==> config.mk <==
export PLATFORM = sky130hd
export DESIGN_NAME = multicycle_sequencer
export DESIGN_NICKNAME = d
export VERILOG_FILES = /design/src/rtl/multicycle_sequencer_pkg.sv /design/src/rtl/multicycle_sequencer_mem_wait_timer.sv /design/src/rtl/multicycle_sequencer.sv
export SDC_FILE = /design/constraint.sdc
export NUM_CORES = 1
export LEC_CHECK = 0
export ABC_AREA = 1
export BUFFER_PORTS_ARGS = -buffer_cell sky130_fd_sc_hd__buf_2
export CAP_MARGIN = 5
export CORE_ASPECT_RATIO = 0.9
export CORE_MARGIN = 4
export CORE_UTILIZATION = 59
export CTS_CLUSTER_DIAMETER = 60
export DETAILED_ROUTE_END_ITERATION = 10
export GPL_ROUTABILITY_DRIVEN = 1
export GPL_TIMING_DRIVEN = 0
export PLACE_DENSITY = 0.83
export SYNTH_ARGS = -nofsm -noshare
export SYNTH_HDL_FRONTEND = slang
export SYNTH_SLANG_ARGS = --single-unit
==> constraint.sdc <==
create_clock -name clk -period 3.6 [get_ports clk]
set_input_delay 0.18 -clock clk [delete_from_list [all_inputs] [get_ports clk]]
set_output_delay 0.18 -clock clk [all_outputs]
set_load 0.005 [all_outputs]
==> src/rtl/multicycle_sequencer_pkg.sv <==
// Shared encodings for the multi-cycle RV32I sequencer: FSM states, pc_src codes,
// trap causes and the RV32I base opcodes, plus an opcode classifier.
package multicycle_sequencer_pkg;

    localparam logic [2:0] ST_FETCH  = 3'd0;
    localparam logic [2:0] ST_DECODE = 3'd1;
    localparam logic [2:0] ST_EXEC   = 3'd2;
    localparam logic [2:0] ST_MEM    = 3'd3;
    localparam logic [2:0] ST_WB     = 3'd4;
    localparam logic [2:0] ST_TRAP   = 3'd7;

    localparam logic [1:0] PC_SRC_PLUS4 = 2'd0;
    localparam logic [1:0] PC_SRC_IMM   = 2'd1;
    localparam logic [1:0] PC_SRC_ALU   = 2'd2;

    localparam logic [1:0] CAUSE_NONE        = 2'd0;
    localparam logic [1:0] CAUSE_ILLEGAL_OP  = 2'd1;
    localparam logic [1:0] CAUSE_ILLEGAL_BR  = 2'd2;
    localparam logic [1:0] CAUSE_MEM_TIMEOUT = 2'd3;

    localparam logic [6:0] OP_R      = 7'b0110011;
    localparam logic [6:0] OP_I      = 7'b0010011;
    localparam logic [6:0] OP_LOAD   = 7'b0000011;
    localparam logic [6:0] OP_STORE  = 7'b0100011;
    localparam logic [6:0] OP_BRANCH = 7'b1100011;
    localparam logic [6:0] OP_JAL    = 7'b1101111;
    localparam logic [6:0] OP_JALR   = 7'b1100111;
    localparam logic [6:0] OP_LUI    = 7'b0110111;
    localparam logic [6:0] OP_AUIPC  = 7'b0010111;

    typedef enum logic [3:0] {
        CLS_R,
        CLS_I,
        CLS_LOAD,
        CLS_STORE,
        CLS_BRANCH,
        CLS_JAL,
        CLS_JALR,
        CLS_LUI,
        CLS_AUIPC,
        CLS_ILLEGAL
    } op_class_e;

    function automatic op_class_e classify_opcode(input logic [6:0] op);
        case (op)
            OP_R:      return CLS_R;
            OP_I:      return CLS_I;
            OP_LOAD:   return CLS_LOAD;
            OP_STORE:  return CLS_STORE;
            OP_BRANCH: return CLS_BRANCH;
            OP_JAL:    return CLS_JAL;
            OP_JALR:   return CLS_JALR;
            OP_LUI:    return CLS_LUI;
            OP_AUIPC:  return CLS_AUIPC;
            default:   return CLS_ILLEGAL;
        endcase
    endfunction

endpackage

==> src/rtl/multicycle_sequencer_mem_wait_timer.sv <==
// Counts consecutive stalled memory cycles and flags a timeout once the count
// has reached the limit while the port is still not ready.
module mem_wait_timer #(
    parameter int unsigned MEM_TIMEOUT = 15
) (
    input  logic clk,
    input  logic rst_n,
    input  logic active,
    input  logic mem_ready,
    output logic timeout
);

    localparam logic [7:0] LIMIT = 8'(MEM_TIMEOUT);

    logic [7:0] wait_count;

    assign timeout = active && !mem_ready && (wait_count == LIMIT);

    // Leaving the waiting state always coincides with ready or timeout, so clearing here also covers state changes.
    always_ff @(posedge clk) begin
        if (!rst_n) begin
            wait_count <= 8'd0;
        end else if (active && !mem_ready && !timeout) begin
            wait_count <= wait_count + 8'd1;
        end else begin
            wait_count <= 8'd0;
        end
    end

endmodule

==> src/rtl/multicycle_sequencer.sv <==
// Control FSM for the multi-cycle RV32I core: sequences FETCH/DECODE/EXEC/MEM/WB,
// drives the datapath strobes, traps on illegal encodings or memory timeout.
module multicycle_sequencer
    import multicycle_sequencer_pkg::*;
#(
    parameter int unsigned CNT_W       = 32,
    parameter int unsigned MEM_TIMEOUT = 15
) (
    input  logic             clk,
    input  logic             rst_n,
    input  logic [6:0]       opcode,
    input  logic [2:0]       func3,
    input  logic             br_taken,
    input  logic             mem_ready,
    output logic [2:0]       state,
    output logic             ir_write,
    output logic             mem_read,
    output logic             mem_write,
    output logic             mem_addr_sel,
    output logic             reg_write,
    output logic             pc_write,
    output logic [1:0]       pc_src,
    output logic             trap,
    output logic [1:0]       trap_cause,
    output logic [CNT_W-1:0] instret
);

    logic [2:0] state_q;
    logic [2:0] state_d;
    logic [1:0] cause_d;
    logic       retire;
    logic       waiting;
    logic       timeout;
    op_class_e  op_class;

    assign state    = state_q;
    assign op_class = classify_opcode(opcode);
    assign waiting  = (state_q == ST_FETCH) || (state_q == ST_MEM);

    mem_wait_timer #(
        .MEM_TIMEOUT(MEM_TIMEOUT)
    ) u_mem_wait_timer (
        .clk       (clk),
        .rst_n     (rst_n),
        .active    (waiting),
        .mem_ready (mem_ready),
        .timeout   (timeout)
    );

    always_comb begin
        state_d      = state_q;
        cause_d      = CAUSE_NONE;
        retire       = 1'b0;
        ir_write     = 1'b0;
        mem_read     = 1'b0;
        mem_write    = 1'b0;
        mem_addr_sel = 1'b0;
        reg_write    = 1'b0;
        pc_write     = 1'b0;
        pc_src       = PC_SRC_PLUS4;

        case (state_q)
            ST_FETCH: begin
                mem_read = 1'b1;
                if (mem_ready) begin
                    ir_write = 1'b1;
                    state_d  = ST_DECODE;
                end else if (timeout) begin
                    state_d = ST_TRAP;
                    cause_d = CAUSE_MEM_TIMEOUT;
                end
            end
            ST_DECODE: begin
                if (op_class == CLS_ILLEGAL) begin
                    state_d = ST_TRAP;
                    cause_d = CAUSE_ILLEGAL_OP;
                end else if (op_class == CLS_BRANCH &&
                             (func3 == 3'b010 || func3 == 3'b011)) begin
                    state_d = ST_TRAP;
                    cause_d = CAUSE_ILLEGAL_BR;
                end else begin
                    state_d = ST_EXEC;
                end
            end
            ST_EXEC: begin
                if (op_class == CLS_BRANCH) begin
                    pc_write = 1'b1;
                    pc_src   = br_taken ? PC_SRC_IMM : PC_SRC_PLUS4;
                    retire   = 1'b1;
                    state_d  = ST_FETCH;
                end else if (op_class == CLS_LOAD || op_class == CLS_STORE) begin
                    state_d = ST_MEM;
                end else begin
                    state_d = ST_WB;
                end
            end
            ST_MEM: begin
                mem_addr_sel = 1'b1;
                mem_write    = (op_class == CLS_STORE);
                mem_read     = (op_class != CLS_STORE);
                if (mem_ready) begin
                    if (op_class == CLS_STORE) begin
                        pc_write = 1'b1;
                        retire   = 1'b1;
                        state_d  = ST_FETCH;
                    end else begin
                        state_d = ST_WB;
                    end
                end else if (timeout) begin
                    state_d = ST_TRAP;
                    cause_d = CAUSE_MEM_TIMEOUT;
                end
            end
            ST_WB: begin
                reg_write = 1'b1;
                pc_write  = 1'b1;
                retire    = 1'b1;
                state_d   = ST_FETCH;
                if (op_class == CLS_JAL) begin
                    pc_src = PC_SRC_IMM;
                end else if (op_class == CLS_JALR) begin
                    pc_src = PC_SRC_ALU;
                end
            end
            ST_TRAP: begin
                state_d = ST_TRAP;
            end
            default: begin
                state_d = ST_FETCH;
            end
        endcase

        // Strobes are masked during reset so an abandoned access never writes anything.
        if (!rst_n) begin
            ir_write     = 1'b0;
            mem_read     = 1'b0;
            mem_write    = 1'b0;
            mem_addr_sel = 1'b0;
            reg_write    = 1'b0;
            pc_write     = 1'b0;
            pc_src       = PC_SRC_PLUS4;
            retire       = 1'b0;
        end
    end

    always_ff @(posedge clk) begin
        if (!rst_n) begin
            state_q    <= ST_FETCH;
            trap       <= 1'b0;
            trap_cause <= CAUSE_NONE;
            instret    <= '0;
        end else begin
            state_q <= state_d;
            if (state_d == ST_TRAP && state_q != ST_TRAP) begin
                trap       <= 1'b1;
                trap_cause <= cause_d;
            end
            if (retire) begin
                instret <= instret + CNT_W'(1);
            end
        end
    end

endmodule

Yosys cells after proc, flatten, opt, wreduce, memory -nomap -nowiden
Cells that the tools add are included.
- register bits: 46
- input bits: 14
- output and inout port bits: 46
- logic and storage cells: 83
- $add $sub $neg: 2
- equal/unequal tests: 26
- muxes and demuxes: 37
- reductions and logical operators: 13
- operator list (kind ; count):
    $pmux W4 S9 ; 1
    $add A32 B1 Y32 const B ; 1
    $mux W3 ; 8
    $eq A7 B6 Y1 const B ; 3
    $eq A7 B7 Y1 const B ; 3
    $mux W1 ; 16
    $pmux W3 S5 ; 1
    $eq A7 B5 Y1 const B ; 2
    $mux W2 ; 7
    $eq A3 B2 Y1 const B ; 4
    $eq A4 B3 Y1 const B ; 3
    $eq A3 B3 Y1 const B ; 3
    $add A8 B1 Y8 const B ; 1
    $eq A4 B2 Y1 const B ; 2
    $eq A8 B4 Y1 const B ; 1
    $pmux W2 S2 ; 2
    $eq A7 B2 Y1 const B ; 1
    $logic_and A1 B1 Y1 ; 5
    $eq A4 B4 Y1 const B ; 1
    $ne A4 B2 Y1 const B ; 1
    $eq A3 B1 Y1 const B ; 1
    $logic_not A3 Y1 ; 1
    $logic_or A1 B1 Y1 ; 3
    $ne A3 B3 Y1 const B ; 1
    5 further kinds ; 6

Logic depth before layout (Yosys ltp)
- word-level depth: 9
- depth in mapped cells: 12
- mapped depth without buffers: 12

Modules after synthesis
A second synthesis with hierarchy kept.
- cell total of the unflattened synthesis: 449
- area, all modules: 2959.1 µm²
- modules (own cells, without submodules) (module ; times used ; cells each ; area each (µm²) ; sequential area each (µm²)):
    multicycle_sequencer ; 1 ; 395 ; 2566.2 ; 760.7
    mem_wait_timer ; 1 ; 54 ; 392.9 ; 160.2

Worst setup path after synthesis
OpenSTA, ideal clock, no wires.
- path kind: reg-to-reg
- from: register instret[0]
- to: register instret[26]
- setup time: 132 ps
- data arrival time: 1433 ps
- data required time: 3468 ps
- path slack: 2035 ps
- cell stages (with the launch flop): 10
- buffers on the path: 0
- cells stage by stage: dfxtp_1 -> ha_1 -> nand3_1 -> inv_1 -> nand2_1 -> nor2_1 -> nand2_1 -> xor2_1 -> nand2_1 -> a21oi_1
- longest elaborated chain between the ends: 1
- RTL lines (element ; line ; source):
    start: declaration ; multicycle_sequencer.sv:25 ; output logic [CNT_W-1:0] instret
    start signal: assignment ; multicycle_sequencer.sv:159 ; instret <= instret + CNT_W'(1);
    $add A32 B1 Y32 ; multicycle_sequencer.sv:159 ;
No other way between the ends.
A chain may end at the register's enable or synchronous reset.

Final worst setup path
- from: register state_q[1], in the netlist state[1]
- to: output port pc_write
- longest elaborated chain between the ends: 3
- elaborated cells on any way between the ends: 5
- those cells by class: 3 x eq/ne; 2 x mux
- RTL lines (element ; line ; source):
    start: declaration ; multicycle_sequencer.sv:28 ; logic [2:0] state_q;
    start signal: assignment ; multicycle_sequencer.sv:153 ; state_q <= state_d;
    $eq A3 B3 Y1 / $eq A3 B2 Y1 (equally long branches) ; multicycle_sequencer.sv:62 ; case (state_q)
    $pmux W1 S3 (*) ; multicycle_sequencer.sv:62 ;
    $mux W1 (*) ; multicycle_sequencer.sv:134 ; if (!rst_n) begin
    end: declaration ; multicycle_sequencer.sv:21 ; output logic pc_write,
Mark *: on every way between the ends. The rest lies on a longest branch, timed or not.

==> results.md <==
| Stage | Parameter | Value |
|---|---|---|
| detailed routing | 1st-iter DRT viols | 202 |
| timing | Share of the clock period used by the worst path | 58.1% |
| finish | Multi-input logic area | 1730 µm² |
| floorplanning | Io pins | 60 |
| place | Routability cong. | 1.01 |
| setup path | Worst setup EP type | primary output |
| clock tree | CTS sink cnt | 46 |
| min path | Worst hold path stage count | 3 |
| floorplanning | Placeable core area | 4580 µm² |
| timing | Setup total negative slack | 0 ns |
| yosys | Fraction of synthesized cell area taken by the top area cell type | 32.2% |
| detailed routing | Final antenna-violating net count | 0 |
| yosys | YS warnings | 0 |
| finish | Seq. cell area | 921 µm² |
| clock tree | H-tree level count | 2 |
| setup path | Worst-path maximum fanout | 10 |
| place | IO Port Bufs | 58 |
| setup path | Worst r2r src | instret[1]$_SDFFE_PN0P_ |
| timing | Final Slew Violations | 0 |
| finish | Final Util | 72.8% |
| run status | Status | finished, final reports clean |
| yosys | Commonest register cell after synthesis | dfxtp_1 |
| setup path | Data required time at the worst endpoint | 3.42 ns |
| finish | Final nets | 530 |
| yosys | Mapped Cells | 449 |
| setup path | Count of cells along the worst register-to-register path | 7 |
| timing | Setup clock skew after layout | 0.00984 ns |
| global routing | Largest net degree at the start of global routing | 18 |
| finish | Synth-to-Final Area Change | 16.3% |
| flow run | Reported max-cap violation count | 0 |
| yosys | Average size of a mapped cell | 6.38 µm² |
| detailed routing | Total vias in the final route | 3,178 |
| timing | Post-layout minimum cycle time | 2.09 ns |
| setup path | Critical Path AT | 1.91 ns |
| clock tree | Clock tree from TritonCTS | built |
| clock tree | Clock latency of the later-clocked register in the worst-skew pair | 0.32 ns |
| timing | Maximum clock frequency | 0.478 GHz |
| yosys | Number of different library cells in the post-synthesis netlist | 26 |
| place | HPWL after DPL | 6420 µm |
| timing | Fin. Hold Viols | 0 |
| clock tree | Clock transition at path regs | 0.09 ns |
| clock tree | Num CTS Buffers | 5 |
| min path | Start point of the worst min-delay path | rst_n |
| min path | Worst Hold End | trap_cause[1]$_SDFFE_PN0P_ |
| yosys | Count of flip-flops with a built-in enable after synthesis | 0 |
| global routing | Remaining global-route overflow | 0 |
| timing | Worst slew pin tran | 0.573 ns |
| finish | Filler instances | 424 |
| yosys | Largest cells by area after synthesis | dfxtp_1 (32%), nand2_1 (19%), nor2_1 (8.0%) |
| floorplanning | DIE WIDTH | 81.4 µm |
| yosys | Synth Register Bits | 46 |
| power | Highest ir drop seen on vdd | 0.335 mV |
| yosys | Synthesized net count | 465 |
| global routing | Via count of the first global-routing pass | 2,701 |
| yosys | Proportion of synthesized flip-flops having asynchronous set or reset | 0% |
| detailed routing | Number of DRC violations after detailed routing | 0 |
| timing | Slew Limit Headroom | 61.5% |
| yosys | Commonest cells post-synth | nand2_1 (146), nor2_1 (61), dfxtp_1 (46) |
| floorplanning | Die Height | 74.1 µm |
| clock tree | Post-cts hold buffer count | 0 |
| floorplanning | Full die area | 6030 µm² |
| clock tree | Cells resized by post-CTS repair | 0 |
| detailed routing | Total routed wirelength | 8130 µm |
| power | Power density over cell area | 396 nW/µm² |
| clock tree | Setup Buffers After CTS | 0 |
| global routing | Overall track demand over capacity in global routing | 27.7% |
| setup path | Type of origin of the critical path | flip-flop |
| finish | Final Cell Area | 3330 µm² |
| setup path | Critical R2R Capture | instret[30]$_SDFFE_PN0P_ |
| global routing | Wire length of the first global-routing pass | 12,800 µm |
| yosys | Library cell with the highest instance count after synthesis | nand2_1 |
| timing | RSZ-0062 raised after global routing | false |
| min path | Path type of the worst min-delay path | in -> reg |
| clock tree | Clock tree root buffer cell | clkbuf_8 |
| floorplanning | Initial Utilization | 62.6% |
| yosys | Total standard cell area after synthesis | 2860 µm² |
| place | Dpl cell area | 3230 µm² |
| setup path | Flop-to-flop setup slack | 1.60 ns |
| timing | Final setup vio count | 0 |
| detailed routing | First drt pass iteration count | 5 |
| setup path | Type of the setup path with the least slack | reg -> out |
| yosys | Cell accounting for the most synthesized area | dfxtp_1 |
| detailed routing | Via density | 5.51 |
| global routing | Initial antenna violation count | 0 |
| power | Leakage dissipation | 1.49 nW |
| clock tree | Maximum number of buffers from clock root to sink | 2 |
| yosys | Sequential cell area fraction in the yosys report | 32.2% |
| detailed routing | Mean routed wirelength per cell | 14.1 µm |
| finish | Layout cells sized above 1 | 16.9% |
| finish | N_diodes | 0 |
| floorplanning | Standard-cell rows | 23 |
[registers in the layout, indices dropped and copies added (netlist names)]
register / cells
trap_cause: 2
trap: 1
state: 3
u_mem_wait_timer.wait_count: 8
instret: 32
[metrics by stage]
step           cells  power (W)  setup WS (ns)  hold slack (ns)
2_1_floorplan    449   0.000853           2.03            0.305
3_3_place_gp     569   0.000972           1.67            0.429
3_5_place_dp     569   0.000979           1.65            0.433
4_1_cts          577    0.00132           1.52            0.163
5_1_grt          577    0.00139           1.34            0.175
6_report         577    0.00132           1.51            0.163
[power by group]
| group | total [W] | leakage, nW | internal [W] | switching (W) |
|---|---|---|---|---|
| logic | 0.000385 | 1.06 | 0.000131 | 0.000254 |
| registers | 0.000588 | 0.371 | 0.000539 | 0.0000490 |
| clock network | 0.000346 | 0.0506 | 0.000145 | 0.000201 |
[cell usage in the layout, fill, tap and decap left out]
cell,n
nand2_1,146
nor2_1,61
buf_2,61
dfxtp_1,46
a21oi_1,39
inv_1,37
nand3_1,24
xor2_1,20
xnor2_1,15
nand4_1,13
nor3_1,13
inv_2,5
clkbuf_8,5
o21ai_0,4
nand3_2,3
nor3_2,3
buf_4,3
clkbuf_1,3
nor2_2,2
ha_1,2
a31oi_4,1
nor2_8,1
o21a_1,1
a21boi_0,1
buf_1,1
nor4_1,1
nor3b_1,1
inv_6,1
inv_8,1
clkinv_4,1
[metal layers]
layer,global-route usage (%),vias to the layer above,part of all wire [%]
li1,-,1562,-
met1,39.3,1442,46
met2,41.3,158,43
met3,7.02,16,9.3
met4,8.44,0,1.4
met5,0,-,0
[worst max-delay path, stage by stage, from the launching register on]
cell	delay, ns
dfxtp_1	0.52
inv_2	0.06
nor3_2	0.25
nand2_1	0.09
nand2_1	0.11
a31oi_4	0.06
nor2_8	0.17
buf_4	0.21
buf_2	0.13
[area by class of cell]
cell class	count	area share [%]
Multi-Input combinational cell	351	52.0
Tap cell	62	2.33
Clock inverter	3	0.864
Clock buffer	5	2.07
Buffer	10	1.58
Timing Repair Buffer	58	8.72
Inverter	42	4.74
Sequential cell	46	27.7
[kinds of logic after synthesis]
logic type	after synthesis	synth area share (%)
AND/OR/NAND/NOR	268	40.1
XOR/XNOR	35	10.7
flip-flops	46	32.2
buffers and inverters	52	7.34
adder cells (fa/ha/maj)	2	0.874
AO/OA/AOI/OAI	46	8.78
[how the worst max path moves through the flow]
stage	startpoint	to	slack, ns	cells after the start
floorplan	instret[0]$_SDFFE_PN0P_	instret[26]$_SDFFE_PN0P_	2.03	9
global placement	instret[1]$_SDFFE_PN0P_	instret[30]$_SDFFE_PN0P_	1.67	7
detailed placement	instret[0]$_SDFFE_PN0P_	instret[30]$_SDFFE_PN0P_	1.65	7
global route	state[1]$_SDFF_PN0_	pc_write	1.34	8
CTS	state[1]$_SDFF_PN0_	pc_write	1.52	8
finish	state[1]$_SDFF_PN0_	pc_write	1.51	8
Note: power is estimated with default switching activity, not from simulation.
